$ cat src/rtl/entrada_time_multidigito_pkg.sv
// -----------------------------------------------------------------------------
// entrada_time_multidigito_pkg
// Shared definitions for the multi-digit keypad entry block:
//   KEY_W         - number of keypad lines (keys 0..9)
//   BCD_W         - width of one BCD digit
//   entry_state_t - entry FSM state encoding
//   key_encode()  - priority encoder, highest pressed key index wins
// -----------------------------------------------------------------------------
package entrada_time_multidigito_pkg;

  localparam int KEY_W = 10;
  localparam int BCD_W = 4;

  typedef enum logic [1:0] {
    ST_IDLE         = 2'd0,
    ST_DEBOUNCE     = 2'd1,
    ST_LOAD         = 2'd2,
    ST_WAIT_RELEASE = 2'd3
  } entry_state_t;

  // Scanning upward and overwriting leaves the highest set index as the result.
  // An all-zero keypad yields 0; callers qualify with |keys.
  function automatic logic [BCD_W-1:0] key_encode(input logic [KEY_W-1:0] keys);
    logic [BCD_W-1:0] code_v;
    code_v = 4'd0;
    for (int k = 0; k < KEY_W; k++) begin
      if (keys[k]) begin
        code_v = 4'(k);
      end else begin
        code_v = code_v;
      end
    end
    return code_v;
  endfunction

endpackage

$ cat src/rtl/entrada_time_multidigito_if.sv
// -----------------------------------------------------------------------------
// entrada_time_multidigito_if
// Groups the keypad-side inputs and the entry-register outputs.
//   enablen, clear, keypad            : driven by the master (keypad/controller)
//   D, loadn, digits, digit_count,
//   full, pgt_1Hz                     : driven by the slave (entry block)
// Parameter NUM_DIGITS must match the entry block it is connected to.
// -----------------------------------------------------------------------------
interface entrada_time_multidigito_if #(
  parameter int NUM_DIGITS = 4
) ();
  import entrada_time_multidigito_pkg::*;

  localparam int CNT_W = $clog2(NUM_DIGITS + 1);

  logic                        enablen;
  logic                        clear;
  logic [KEY_W-1:0]            keypad;
  logic [BCD_W-1:0]            D;
  logic                        loadn;
  logic [BCD_W*NUM_DIGITS-1:0] digits;
  logic [CNT_W-1:0]            digit_count;
  logic                        full;
  logic                        pgt_1Hz;

  modport master (
    output enablen, clear, keypad,
    input  D, loadn, digits, digit_count, full, pgt_1Hz
  );

  modport slave (
    input  enablen, clear, keypad,
    output D, loadn, digits, digit_count, full, pgt_1Hz
  );

endinterface

$ cat src/rtl/entrada_time_multidigito_divisor.sv
// -----------------------------------------------------------------------------
// divisor_freq
// Free-running divider producing a one-cycle tick every CLK_DIV clk cycles.
//   clk  : system clock
//   rst  : asynchronous active-high reset (counter and tick cleared)
//   tick : registered, high only while the counter equals CLK_DIV-1
// -----------------------------------------------------------------------------
module divisor_freq #(
  parameter int CLK_DIV = 100
) (
  input  logic clk,
  input  logic rst,
  output logic tick
);

  localparam int            CW   = $clog2(CLK_DIV);
  localparam logic [CW-1:0] LAST = CW'(CLK_DIV - 1);

  logic [CW-1:0] div_cnt_r;
  logic [CW-1:0] div_cnt_s;
  logic          tick_r;
  logic          tick_s;

  // Next count and tick; tick is derived from the next count so the registered
  // tick lines up with the cycle in which the counter holds CLK_DIV-1.
  always_comb begin
    div_cnt_s = div_cnt_r;
    if (div_cnt_r == LAST) begin
      div_cnt_s = {CW{1'b0}};
    end else begin
      div_cnt_s = div_cnt_r + CW'(1);
    end
    tick_s = (div_cnt_s == LAST);
  end

  // Divider counter and tick register.
  always_ff @(posedge clk or posedge rst) begin
    if (rst) begin
      div_cnt_r <= {CW{1'b0}};
      tick_r    <= 1'b0;
    end else begin
      div_cnt_r <= div_cnt_s;
      tick_r    <= tick_s;
    end
  end

  assign tick = tick_r;

endmodule

$ cat src/rtl/entrada_time_multidigito.sv
// -----------------------------------------------------------------------------
// entrada_time_multidigito
// Debounced multi-digit BCD keypad entry with a free-running 1 Hz-style tick.
//   clk  : system clock, all state on rising edge
//   rst  : asynchronous active-high reset
//   bus  : slave side of entrada_time_multidigito_if
//          in : enablen (active-low), clear (sync), keypad[9:0]
//          out: D, loadn (active-low strobe), digits (newest in [3:0]),
//               digit_count (saturating), full, pgt_1Hz
// A key must be seen stable for DEBOUNCE_CYCLES edges before it is shifted
// into the digit register; a held key loads exactly once.
// -----------------------------------------------------------------------------
module entrada_time_multidigito
  import entrada_time_multidigito_pkg::*;
#(
  parameter int NUM_DIGITS      = 4,
  parameter int DEBOUNCE_CYCLES = 4,
  parameter int CLK_DIV         = 100
) (
  input  logic                           clk,
  input  logic                           rst,
  entrada_time_multidigito_if.slave      bus
);

  localparam int               DIG_W      = BCD_W * NUM_DIGITS;
  localparam int               CNT_W      = $clog2(NUM_DIGITS + 1);
  localparam logic [CNT_W-1:0] FULL_CNT   = CNT_W'(NUM_DIGITS);
  // Count value at which the next matching sample reaches DEBOUNCE_CYCLES.
  localparam logic [7:0]       DEB_LAST   = 8'(DEBOUNCE_CYCLES - 1);
  // With a single-sample debounce the first sighting already qualifies.
  localparam bit               DEB_SINGLE = (DEBOUNCE_CYCLES == 1);

  entry_state_t     state_r;
  entry_state_t     state_s;
  logic [BCD_W-1:0] cap_r;
  logic [BCD_W-1:0] cap_s;
  logic [7:0]       deb_cnt_r;
  logic [7:0]       deb_cnt_s;
  logic             key_valid_s;
  logic [BCD_W-1:0] key_code_s;
  logic             load_s;

  logic [BCD_W-1:0] d_r;
  logic [BCD_W-1:0] d_s;
  logic             loadn_r;
  logic             loadn_s;
  logic [DIG_W-1:0] digits_r;
  logic [DIG_W-1:0] digits_s;
  logic [CNT_W-1:0] count_r;
  logic [CNT_W-1:0] count_s;
  logic             full_r;
  logic             full_s;
  logic             tick_s;

  // Key decode shared by the FSM.
  always_comb begin
    key_valid_s = |bus.keypad;
    key_code_s  = key_encode(bus.keypad);
  end

  // Entry FSM next-state logic. clear and enablen both abort whatever is in
  // progress; load_s is only raised from LOAD when neither is active, which
  // is what makes clear win over a simultaneous load.
  always_comb begin
    state_s   = state_r;
    cap_s     = cap_r;
    deb_cnt_s = deb_cnt_r;
    load_s    = 1'b0;
    if (bus.clear || bus.enablen) begin
      state_s   = ST_IDLE;
      deb_cnt_s = 8'd0;
    end else begin
      case (state_r)
        ST_IDLE: begin
          if (key_valid_s) begin
            cap_s     = key_code_s;
            deb_cnt_s = 8'd1;
            state_s   = DEB_SINGLE ? ST_LOAD : ST_DEBOUNCE;
          end else begin
            state_s   = ST_IDLE;
          end
        end
        ST_DEBOUNCE: begin
          if (!key_valid_s || (key_code_s != cap_r)) begin
            state_s   = ST_IDLE;
            deb_cnt_s = 8'd0;
          end else if (deb_cnt_r == DEB_LAST) begin
            state_s   = ST_LOAD;
            deb_cnt_s = deb_cnt_r + 8'd1;
          end else begin
            deb_cnt_s = deb_cnt_r + 8'd1;
          end
        end
        ST_LOAD: begin
          load_s  = 1'b1;
          state_s = ST_WAIT_RELEASE;
        end
        ST_WAIT_RELEASE: begin
          if (!key_valid_s) begin
            state_s   = ST_IDLE;
            deb_cnt_s = 8'd0;
          end else begin
            state_s   = ST_WAIT_RELEASE;
          end
        end
        default: begin
          state_s   = ST_IDLE;
          deb_cnt_s = 8'd0;
        end
      endcase
    end
  end

  // Entry FSM state, captured key and debounce counter.
  always_ff @(posedge clk or posedge rst) begin
    if (rst) begin
      state_r   <= ST_IDLE;
      cap_r     <= 4'd0;
      deb_cnt_r <= 8'd0;
    end else begin
      state_r   <= state_s;
      cap_r     <= cap_s;
      deb_cnt_r <= deb_cnt_s;
    end
  end

  // Output register next values: clear zeroes the digit register, a load
  // shifts the captured digit in at the bottom (oldest digit falls off the top).
  always_comb begin
    d_s      = d_r;
    loadn_s  = 1'b1;
    digits_s = digits_r;
    count_s  = count_r;
    full_s   = full_r;
    if (bus.clear) begin
      digits_s = {DIG_W{1'b0}};
      count_s  = {CNT_W{1'b0}};
      full_s   = 1'b0;
    end else if (load_s) begin
      loadn_s              = 1'b0;
      d_s                  = cap_r;
      digits_s             = digits_r << BCD_W;
      digits_s[BCD_W-1:0]  = cap_r;
      if (count_r != FULL_CNT) begin
        count_s = count_r + CNT_W'(1);
      end else begin
        count_s = count_r;
      end
      full_s = (count_s == FULL_CNT);
    end else begin
      loadn_s = 1'b1;
    end
  end

  // Registered outputs.
  always_ff @(posedge clk or posedge rst) begin
    if (rst) begin
      d_r      <= 4'd0;
      loadn_r  <= 1'b1;
      digits_r <= {DIG_W{1'b0}};
      count_r  <= {CNT_W{1'b0}};
      full_r   <= 1'b0;
    end else begin
      d_r      <= d_s;
      loadn_r  <= loadn_s;
      digits_r <= digits_s;
      count_r  <= count_s;
      full_r   <= full_s;
    end
  end

  divisor_freq #(
    .CLK_DIV (CLK_DIV)
  ) u_divisor_freq (
    .clk  (clk),
    .rst  (rst),
    .tick (tick_s)
  );

  assign bus.D           = d_r;
  assign bus.loadn       = loadn_r;
  assign bus.digits      = digits_r;
  assign bus.digit_count = count_r;
  assign bus.full        = full_r;
  assign bus.pgt_1Hz     = tick_s;

endmodule

$ cat src/flat_wrapper.sv
// flat-port wrapper written by rule: the top's interface ports become plain ports
module entrada_time_multidigito_flat import entrada_time_multidigito_pkg::*;
#(
  parameter int NUM_DIGITS      = 4,
  parameter int DEBOUNCE_CYCLES = 4,
  parameter int CLK_DIV         = 100
)
  (clk, rst, bus_enablen, bus_clear, bus_keypad, bus_D, bus_loadn, bus_digits, bus_digit_count, bus_full, bus_pgt_1Hz);
  entrada_time_multidigito_if #(.NUM_DIGITS(NUM_DIGITS)) bus_i ();
  input  logic clk;
  input  logic rst;
  input wire logic [$bits(bus_i.enablen)-1:0] bus_enablen;
  input wire logic [$bits(bus_i.clear)-1:0] bus_clear;
  input wire logic [$bits(bus_i.keypad)-1:0] bus_keypad;
  output wire logic [$bits(bus_i.D)-1:0] bus_D;
  output wire logic [$bits(bus_i.loadn)-1:0] bus_loadn;
  output wire logic [$bits(bus_i.digits)-1:0] bus_digits;
  output wire logic [$bits(bus_i.digit_count)-1:0] bus_digit_count;
  output wire logic [$bits(bus_i.full)-1:0] bus_full;
  output wire logic [$bits(bus_i.pgt_1Hz)-1:0] bus_pgt_1Hz;
  assign bus_i.enablen = bus_enablen;
  assign bus_i.clear = bus_clear;
  assign bus_i.keypad = bus_keypad;
  assign bus_D = bus_i.D;
  assign bus_loadn = bus_i.loadn;
  assign bus_digits = bus_i.digits;
  assign bus_digit_count = bus_i.digit_count;
  assign bus_full = bus_i.full;
  assign bus_pgt_1Hz = bus_i.pgt_1Hz;
  entrada_time_multidigito #(.NUM_DIGITS(NUM_DIGITS), .DEBOUNCE_CYCLES(DEBOUNCE_CYCLES), .CLK_DIV(CLK_DIV)) u_core (.clk(clk), .rst(rst), .bus(bus_i));
endmodule
$ cat config.mk
export PLATFORM = sky130hd
export DESIGN_NAME = entrada_time_multidigito_flat
export DESIGN_NICKNAME = d
export VERILOG_FILES = /design/src/rtl/entrada_time_multidigito_pkg.sv /design/src/rtl/entrada_time_multidigito_if.sv /design/src/rtl/entrada_time_multidigito_divisor.sv /design/src/rtl/entrada_time_multidigito.sv /design/src/flat_wrapper.sv
export SDC_FILE = /design/constraint.sdc
export NUM_CORES = 1
export LEC_CHECK = 0
export CAP_MARGIN = 20
export CELL_PAD_IN_SITES_DETAIL_PLACEMENT = 0
export CELL_PAD_IN_SITES_GLOBAL_PLACEMENT = 1
export CORE_ASPECT_RATIO = 2
export CORE_MARGIN = 4
export CORE_UTILIZATION = 45
export CTS_BUF_LIST = sky130_fd_sc_hd__clkbuf_8
export DETAILED_ROUTE_END_ITERATION = 6
export GPL_TIMING_DRIVEN = 0
export PLACE_DENSITY = 0.89
export SLEW_MARGIN = 20
export SYNTH_ARGS = -nofsm -noshare
export SYNTH_HDL_FRONTEND = slang
export SYNTH_SLANG_ARGS = --single-unit
export TNS_END_PERCENT = 1
$ cat constraint.sdc
create_clock -name clk -period 4.03 [get_ports clk]
set_input_delay 1.209 -clock clk [delete_from_list [all_inputs] [get_ports clk]]
set_output_delay 1.209 -clock clk [all_outputs]
set_load 0.01 [all_outputs]
After elaboration in Yosys (flattened, before gate mapping)

Cells that the tools add are included.

Bitwise operators: 2
Reductions and logical operators: 10
Add/subtract/negate cells: 3
Mux-type cells: 34
Eq/ne operators: 12

Operators by type and width:

| cell                | number |
|---|---|
| $mux 16             | 2 |
| $mux 4              | 8 |
| $mux 8              | 4 |
| $pmux 8 s3          | 1 |
| $mux 3              | 5 |
| $eq 7x7->1 const B  | 2 |
| $reduce_or 10->1    | 1 |
| $add 8x1->8 const B | 1 |
| $eq 8x2->1 const B  | 1 |
| $mux 1              | 8 |
| $mux 2              | 4 |
| $pmux 2 s4          | 1 |
| $add 7x1->7 const B | 1 |
| $mux 7              | 1 |
| $ne 3x3->1 const B  | 2 |
| $reduce_and 3->1    | 2 |
| $eq 2x2->1 const B  | 2 |
| $ne 4x1->1 const B  | 1 |
| $ne 4x4->1          | 1 |
| $reduce_bool 4->1   | 1 |
| $add 3x1->3 const B | 1 |
| $eq 3x3->1 const B  | 1 |
| $ne 3x1->1 const B  | 1 |
| $eq 2x1->1 const B  | 1 |
| 6 further kinds     | 8 |

Bits of input ports: 14
Bits in registers: 47

Depth between registers and ports, before layout

Gate-level depths: netlist (run 1).

Depth after elaboration: 14
Gate-level depth with buffers: 7
Gate-level depth less buffers: 6

By module

A second synthesis (run 1) with hierarchy kept.

Cells, all modules: 267
Area total of the unflattened synthesis: 2429.8 um2

Modules (own cells, without submodules):

| module                   | instances | area each (um2) | cells an instance |
|---|---|---|---|
| entrada_time_multidigito | 1         | 1983.2          | 226 |
| divisor_freq             | 1         | 446.7           | 41 |

Least setup slack after synthesis (run 1)

No wires, ideal clock.

Path type: input -> register
Start: in bus_keypad[4]
End: reg u_core.deb_cnt_r[2]
Required time: 3.951 ns
Path buffers: 1
Setup slack: 1.300 ns
Data arrival time: 2.650 ns
Stages: 6
Setup time: 0.079 ns
Cells stage by stage: o31a_1 -> or3_4 -> a2111oi_4 -> buf_6 -> a21oi_2 -> mux2i_1

Word-level cells in the longest chain between the ends: 11
Elaborated cells on any way between the ends: 16
Classes of those cells: eq/ne (3); mux (9); reduce/logical (4)

Ends and longest elaborated chain:

| what                 | line                               | source |
|---|---|---|
| start, declared      | flat_wrapper.sv:14                 | `input wire logic [$bits(bus_i.keypad)-1:0] bus_keypad;` |
| $mux 4 (6 in series) | entrada_time_multidigito_pkg.sv:27 | `if (keys[k]) begin` |
| $ne 4x4->1           | entrada_time_multidigito.sv:84     | `if (!key_valid_s \|\| (key_code_s != cap_r)) begin` |
| $logic_or 1x1->1     | entrada_time_multidigito.sv:84     |  |
| $mux 8               | entrada_time_multidigito.sv:84     |  |
| $pmux 8 s3           | entrada_time_multidigito.sv:73     | `case (state_r)` |
| $mux 8               | entrada_time_multidigito.sv:69     | `if (bus.clear \|\| bus.enablen) begin` |
| end signal, assigned | entrada_time_multidigito.sv:123    | `deb_cnt_r <= deb_cnt_s;` |
| end, declared        | entrada_time_multidigito.sv:37     | `logic [7:0] deb_cnt_r;` |

Parallel ways exist; a longest one is shown, timed or not.
A chain may end at the register's enable or synchronous reset.

Worst setup path after layout (run 1)

Start: in bus_keypad[8]
End: reg u_core.deb_cnt_r[5]

Word-level cells in the longest chain between the ends: 7
Elaborated cells on any way between the ends: 12
Classes of those cells: eq/ne (3); mux (5); reduce/logical (4)

Ends and longest elaborated chain:

| what                 | line |
|---|---|
| $mux 4 (2 in series) | entrada_time_multidigito_pkg.sv:27 |
| $ne 4x4->1           | entrada_time_multidigito.sv:84 |
| $logic_or 1x1->1     | entrada_time_multidigito.sv:84 |
| $mux 8               | entrada_time_multidigito.sv:84 |
| $pmux 8 s3           | entrada_time_multidigito.sv:73 |
| $mux 8               | entrada_time_multidigito.sv:69 |

Parallel ways exist; a longest one is shown, timed or not.

==> impl_results.md, run 1 <==
- Status: complete, no violations
- Area leader, netlist: dfrtp_1
- Hold Fails Final Rpt: 0
- Avg WL per Cell: 14.3 um
- Fin crit share: 77.5%
- Die area: 6650 um2
- Root Buffer: clkbuf_8
- Initial core utilization: 46.4%
- Internal power: 0.000646 W
- Critical Path Slowest Stage Cell: clkdlybuf4s50_1
- Port Buf Inserts: 39
- Fin crit period: 3.13 ns
- Row count: 37
- Commonest cells in the netlist: 46 x dfrtp_1, 40 x nand2_1, 24 x nor2_1, 15 x o21ai_0, 14 x nand2b_1
- Inserted Diodes: 0
- Setup Buffers After CTS: 0
- First-pass GRT wire length: 8940 um
- Nets: 317
- Total CTS buffers: 5
- Final setup violating endpoints: 0
- Gr usage total: 17.1%
- Tot Pwr: 0.000863 W
- Worst path cell trace: clkdlybuf4s50_1 > or2_1 > or3_4 > a2111oi_4 > buf_6 > a21oi_2 > mux2i_1
- Netlist cell types: 56
- Most common cell in the netlist: dfrtp_1
- Worst slew margin: 67.8%
- Synthesized Nets: 270
- Max Transition Viols Final: 0
- Combinational share of power: 11.0%
- H-tree Lvls: 2
- RSZ-0062 raised after global routing: false
- Switching share of power: 25.2%
- Syn Inst Count: 251
- Area Overhead vs Synth: 23.6%
- Startpoint Class: primary input
- Post-CTS Hold Fix Bufs: 0
- Reg power frac: 57.1%
- Synth Area in Simple Gates: 26.8%
- Vias in the first global route: 1949
- Worst path max stage delay: 0.51 ns
- Post-Synth XOR/XNOR Area: 1.46%
- Req. time, crit path: 4.26 ns
- Clock Latency Late Sink: 0.30 ns
- Core Footprint: 5180 um2
- Asr flop ratio synth: 100%
- Least-Margin Pin Slew: 0.481 ns
- Ys Warns: 0
- Share of cells above drive strength 1: 9.03%
- Clock group share of total power: 31.8%
- Post-CTS sizing: 0
- Synth top area share: 47.9%
- Largest net degree at the start of global routing: 30
- Clock-pin slew on the worst setup and hold paths: 0.08 ns
- Maximum VDD drop: 0.267 mV
- Yosys reg bits: 47
- Via count: 1993
- # clock sinks: 47
- Hold Crit Class: reg -> reg
- Mux contribution to synthesized area: 1.77%
- Post-Syn Area: 2400 um2
- Top-level I/O count: 40
- Post-synth EDFFs: 0
- Critical Path Start: bus_keypad[8]
- Worst R2R Start: u_core.cap_r[3]
- Initial DRC Count: 71
- Area contributors post-synth: dfrtp_1 48%, nand2_1 6.2%, nor2_1 3.7%, nand2b_1 3.6%, o21ai_0 3.1%
- Post-synthesis sequential area ratio: 49.0%
- Main combinational cell family by area after synthesis: simple AND/OR/NAND/NOR gates
- Die height: 111 um
- Antenna Violating Nets Remaining: 0
- Power per cell area: 291 nW/um2
- Initial antenna violation count: 0
- Die Wd: 59.7 um
- Remaining DRCs: 0
- Worst Setup End Kind: register
- Clk buf depth: 2
- DP HPWL: 3830 um
- Post-synthesis compound-gate area fraction: 14.7%
- Gpl congestion: 0.809
- Max cap viols: 0
- Avg Inst Size Synth: 9.58 um2
- Clk_skew: 0.00442 ns
- Grt ovf: 0
- Adder-cell area share of the yosys netlist: 2.60%
- Net Switching: 0.000217 W
- Delay-heaviest family, CP: simple AND/OR/NAND/NOR gates
- Setup_tns: 0 ns
- Critical Path AT: 3.35 ns
- WS Path Type: in -> reg
- Leakage: 1.29 nW
- Drt via density: 5.58
- TritonCTS clock tree: yes
- Hold path start: u_core.bus.D[0]
- Overall routed net length: 5090 um
- CP Max Fanout: 10
- Main synth FF type: dfrtp_1
- CP Buf/Inv Count: 2
- F_max: 0.320 GHz
- 1st-pass router iterations: 6
[through the flow]
step | hold WS, ns | utilization, % | instance area, um2 | std cells | setup slack [ns]
after global placement | 0.461 | 55.3 | 2870 | 348 | 0.580
final | 0.483 | 57.3 | 2970 | 357 | 0.905
after CTS | 0.486 | 57.3 | 2970 | 357 | 0.890
after global routing | 0.515 | 57.3 | 2970 | 357 | 0.784
after detailed placement | 0.467 | 55.7 | 2890 | 349 | 0.573
after floorplan | 0.474 | - | 2400 | 251 | 1.30
[path summary, 6_finish.rpt]
| path | endpoint | slack, ns | cells after the start |
|---|---|---|---|
| setup / recovery | u_core.deb_cnt_r[5] | 0.90 | 7 |
| hold / removal | u_core.bus.D[0] | 0.48 | 2 |
| setup reg to reg | u_core.deb_cnt_r[5] | 1.98 | 7 |
| hold reg to reg | u_core.bus.D[0] | 0.48 | 2 |
| max in group asynchronous | u_core.bus.loadn | 2.23 | 3 |
| min in group asynchronous | u_core.u_divisor_freq.div_cnt_r[1] | 1.22 | 2 |
[final cells by class]
class | instances | area [um2]
Fill cell | 468 | 2210
Multi-Input combinational cell | 186 | 1140
Timing Repair Buffer | 40 | 410
Clock inverter | 3 | 15.0
Inverter | 10 | 37.5
Buffer | 8 | 50.0
Clock buffer | 5 | 68.8
Tap cell | 58 | 72.6
Sequential cell | 47 | 1180
[per-layer routing]
metal	up-vias	share of wire (%)	track usage [%]
li1	970	-	-
met1	971	40	20.0
met2	43	54	28.9
met3	9	3.7	3.60
met4	0	2.8	7.54
met5	-	0	0
[sequential cells by signal (all words and copies together), names as in the netlist]
signal                           count
u_core.bus.D                         4
u_core.cap_r                         4
u_core.bus.digits                   16
u_core.u_divisor_freq.tick           1
u_core.bus.loadn                     1
u_core.u_divisor_freq.div_cnt_r      7
u_core.deb_cnt_r                     8
u_core.state_r                       2
u_core.bus.full                      1
u_core.bus.digit_count               3
[cells in the final DEF (no fill, tap or decap), types with 2 or more instances in the layout]
master,n
a21o_1,2
a21oi_1,8
a21oi_2,2
a22o_1,4
and3_1,6
and4_1,2
and4b_1,2
buf_6,2
clkbuf_1,4
clkbuf_8,5
clkdlybuf4s50_1,39
clkinv_2,3
dfrtp_1,46
ha_1,5
inv_1,8
inv_2,2
mux2i_1,2
nand2_1,40
nand2b_1,14
nand3_1,11
nand3b_1,5
nor2_1,24
nor3_1,2
nor3b_1,2
nor4_1,2
o211a_1,2
o21ai_0,15
o21ai_1,2
o21bai_1,2
o22ai_1,2
or2_1,3
xnor2_1,3
[power groups by stage]
stage	combinational [W]	sequential, W	clock [W]
2_1_floorplan	0.0000550	0.000502	0
3_3_place_gp	0.0000922	0.000502	0
3_5_place_dp	0.0000970	0.000503	0
4_1_cts	0.0000973	0.000493	0.000284
5_1_grt	0.000106	0.000496	0.000302
6_report	0.0000954	0.000493	0.000275
[cells by family (layout without fill, tap and decap cells)]
| group | count (synthesis) | in the layout |
|---|---|---|
| buffers and inverters | 18 | 66 |
| adder cells (fa/ha/maj) | 5 | 5 |
| XOR/XNOR | 4 | 4 |
| AND/OR/NAND/NOR | 123 | 123 |
| flip-flops | 47 | 47 |
| multiplexers | 4 | 4 |
| AO/OA/AOI/OAI | 50 | 50 |
[tightest hold or removal path, cell delays in order (launching register included)]
cell     delay (ns)
dfrtp_1        0.35
nand2_1        0.05
nand2_1        0.06
Note: power is estimated with default switching activity, not from simulation.
==> run 2, diff against run 1 <==
--- a/config.mk
+++ b/config.mk
@@ -10,11 +10,11 @@
 export CELL_PAD_IN_SITES_GLOBAL_PLACEMENT = 1
 export CORE_ASPECT_RATIO = 2
 export CORE_MARGIN = 4
-export CORE_UTILIZATION = 45
+export CORE_UTILIZATION = 42
 export CTS_BUF_LIST = sky130_fd_sc_hd__clkbuf_8
 export DETAILED_ROUTE_END_ITERATION = 6
 export GPL_TIMING_DRIVEN = 0
-export PLACE_DENSITY = 0.89
+export PLACE_DENSITY = 0.84
 export SLEW_MARGIN = 20
 export SYNTH_ARGS = -nofsm -noshare
 export SYNTH_HDL_FRONTEND = slang
==> constraint.sdc (replaced) <==
create_clock -name clk -period 3.3 [get_ports clk]
set_input_delay 0.99 -clock clk [delete_from_list [all_inputs] [get_ports clk]]
set_output_delay 0.99 -clock clk [all_outputs]
set_load 0.01 [all_outputs]
==> run 2 against run 1 <==
  * Clock power up 32%
  * First-iteration DRC count down 11%
  * Die area up 6.4%
  * Cell count up 0.56%
  * Wire length up 6.3%
  * Sequential cell count unchanged
  * Sequential share of layout area down 0.25 points
  * Count of clock-buffer cells in the layout unchanged
  * Combinational power up 22%
  * Non-clock buffer count unchanged
  * Critical path depth unchanged
  * Clock skew up 0.0067 ns
  * Critical endpoint is now u_core.bus.D[0]
  * Largest power group unchanged
  * Highest routed layer unchanged
==> impl_results.md, run 2 (synthesis gave the netlist of run 1 again) <==
- Status: complete, no violations
- Grt ovf: 0 (unchanged)
- WS Path Type: in -> reg
- Critical Path Start: bus_clear
- Clock group share of total power: 33.5% (+1.7 points)
- Final setup violating endpoints: 0 (unchanged)
- Fin crit share: 87.9%
- Worst R2R Start: u_core.cap_r[3]
- Combinational share of power: 10.7% (-0.3 points)
- Critical Path Slowest Stage Cell: clkdlybuf4s50_1
- Die area: 7070 um2 (+6.4%)
- Setup_tns: 0 ns (unchanged)
- Post-CTS Hold Fix Bufs: 0 (unchanged)
- Die Wd: 61.5 um (+3.0%)
- Die height: 115 um (+3.3%)
- Max cap viols: 0 (unchanged)
- Fill cells: 521 (+11%)
- 1st-pass router iterations: 4 (-2)
- Internal power: 0.000796 W (+23%)
- Initial core utilization: 43.6% (-2.8 points)
- Gpl congestion: 0.805 (-0.56%)
- Max Transition Viols Final: 0 (unchanged)
- Fin crit period: 2.90 ns
- Most common cell after layout, fill and taps aside: dfrtp_1
- Maximum VDD drop: 0.322 mV (+21%)
- Clock Latency Late Sink: 0.31 ns (about the same)
- Root Buffer: clkbuf_8
- Delay-heaviest family, CP: buffers and inverters
- First-pass GRT wire length: 9010 um (+0.85%)
- Hold Fails Final Rpt: 0 (unchanged)
- Least-Margin Pin Slew: 0.655 ns (+0.174 ns)
- Commonest cells after routing, fill and taps aside: 46 x dfrtp_1, 40 x nand2_1, 39 x clkdlybuf4s50_1
- Req. time, crit path: 3.55 ns (-0.71 ns)
- Reg2Reg Setup Slack: 1.25 ns (-0.73 ns)
- Top-level I/O count: 40 (unchanged)
- Antenna Violating Nets Remaining: 0 (unchanged)
- Remaining DRCs: 0 (unchanged)
- Worst Reg2Reg Path Length in Cells: 7 (unchanged)
- # clock sinks: 47 (unchanged)
- Critical Path AT: 3.15 ns (-0.20 ns)
- Startpoint Class: primary input
- Hold path start: u_core.bus.D[0]
- Overall routed net length: 5410 um (+6.3%)
- Hold Crit Class: reg -> reg
- Nets: 317 (unchanged)
- Initial DRC Count: 63 (-11%)
- CP Max Fanout: 10 (unchanged)
- Share of cells above drive strength 1: 9.03% (unchanged)
- WHS Endpoint: u_core.bus.D[0]
- RSZ-0062 raised after global routing: false
- CP Buf/Inv Count: 3 (+1)
- H-tree Lvls: 2 (unchanged)
- Port Buf Inserts: 39 (unchanged)
- Avg WL per Cell: 15.1 um (+5.7%)
- Clock-pin slew on the worst setup and hold paths: 0.09 ns (about the same)
- Gr usage total: 16.9% (-0.21 points)
- Worst path cell trace: clkdlybuf4s50_1 > or2_1 > buf_6 > nor3b_2 > clkbuf_1 > nand2_1 > nand2_1
- Utilization after layout: 54.2% (-3.1 points)
- TritonCTS clock tree: yes
- Worst slew margin: 56.3% (-12 points)
- Worst path max stage delay: 0.56 ns (+0.05 ns)
- Worst Setup End Kind: register
- Switching share of power: 26.4% (+1.3 points)
- Net Switching: 0.000286 W (+32%)
- Row count: 38 (+2.7%)
- Clk_skew: 0.0111 ns (+0.00667 ns)
- Largest net degree at the start of global routing: 30 (unchanged)
- Core Footprint: 5520 um2 (+6.4%)
- Worst hold stages: 2 (unchanged)
- Vias in the first global route: 1950 (+0.051%)
- Cell repeated most along the worst path: nand2_1
- Leakage: 1.29 nW (-0.28%)
- Reg power frac: 55.8% (-1.3 points)
- Post-CTS sizing: 0 (unchanged)
- Area Overhead vs Synth: 24.3%
- Reg-to-reg endpoint: u_core.deb_cnt_r[5]
- Inserted Diodes: 0 (unchanged)
- Clk buf depth: 2 (unchanged)
- F_max: 0.345 GHz
- Max FFs per register: 16 (unchanged)
- Initial antenna violation count: 0 (unchanged)
- Power per cell area: 362 nW/um2 (+25%)
- Total CTS buffers: 5 (unchanged)
- Setup Buffers After CTS: 0 (unchanged)
- Drt via density: 5.56 (-0.36%)
- DP HPWL: 4090 um (+6.7%)
- Via count: 1997 (+0.20%)
[run 2: area by class of cell]
class	instances	area, um2	share of cell area [%]
tap	60	75.1	2.51
buffer	8	50.0	1.67
clock inverter	3	23.8	0.795
inverter	10	37.5	1.26
timing repair buffer	40	418	14.0
clock buffer	5	68.8	2.30
multi-input combinational	186	1140	38.1
sequential	47	1180	39.4
[run 2: worst max-delay path by stage]
stage	endpoint	slack, ns	cells after the start
final	u_core.bus.D[0]	0.40	7
after global routing	u_core.bus.D[0]	0.25	7
after CTS	u_core.bus.D[0]	0.38	7
after detailed placement	u_core.bus.digits[0]	0.07	7
after global placement	u_core.bus.digits[0]	0.08	7
after floorplan	u_core.deb_cnt_r[2]	0.79	6
[run 2: layer usage]
metal	share of wire, %	vias to the layer above	GRT usage (%)
met5	0	-	0
met3	3.9	13	3.60
met4	2.6	0	7.51
met2	56	47	30.6
li1	-	974	-
met1	37	963	17.7
[run 2: power groups by stage]
stage,clock network (W),registers (W),logic [W]
floorplan,0,0.000613,0.0000672
global placement,0,0.000615,0.000112
detailed placement,0,0.000615,0.000118
CTS,0.000374,0.000604,0.000118
global route,0.000396,0.000606,0.000130
finish,0.000363,0.000604,0.000116
[run 2: tightest hold or removal path: stages, from the launching register on]
cell and delay [ns]:
dfrtp_1 0.35, nand2_1 0.05, nand2_1 0.05
[run 2: metrics by stage]
step | hold slack (ns) | std cells | worst slack (ns) | cell area [um2] | power (W)
floorplan | 0.474 | 251 | 0.789 | 2400 | 0.000680
global placement | 0.463 | 350 | 0.0779 | 2870 | 0.000726
detailed placement | 0.464 | 351 | 0.0653 | 2900 | 0.000733
CTS | 0.485 | 359 | 0.384 | 2990 | 0.00110
global route | 0.529 | 359 | 0.253 | 2990 | 0.00113
finish | 0.478 | 359 | 0.400 | 2990 | 0.00108
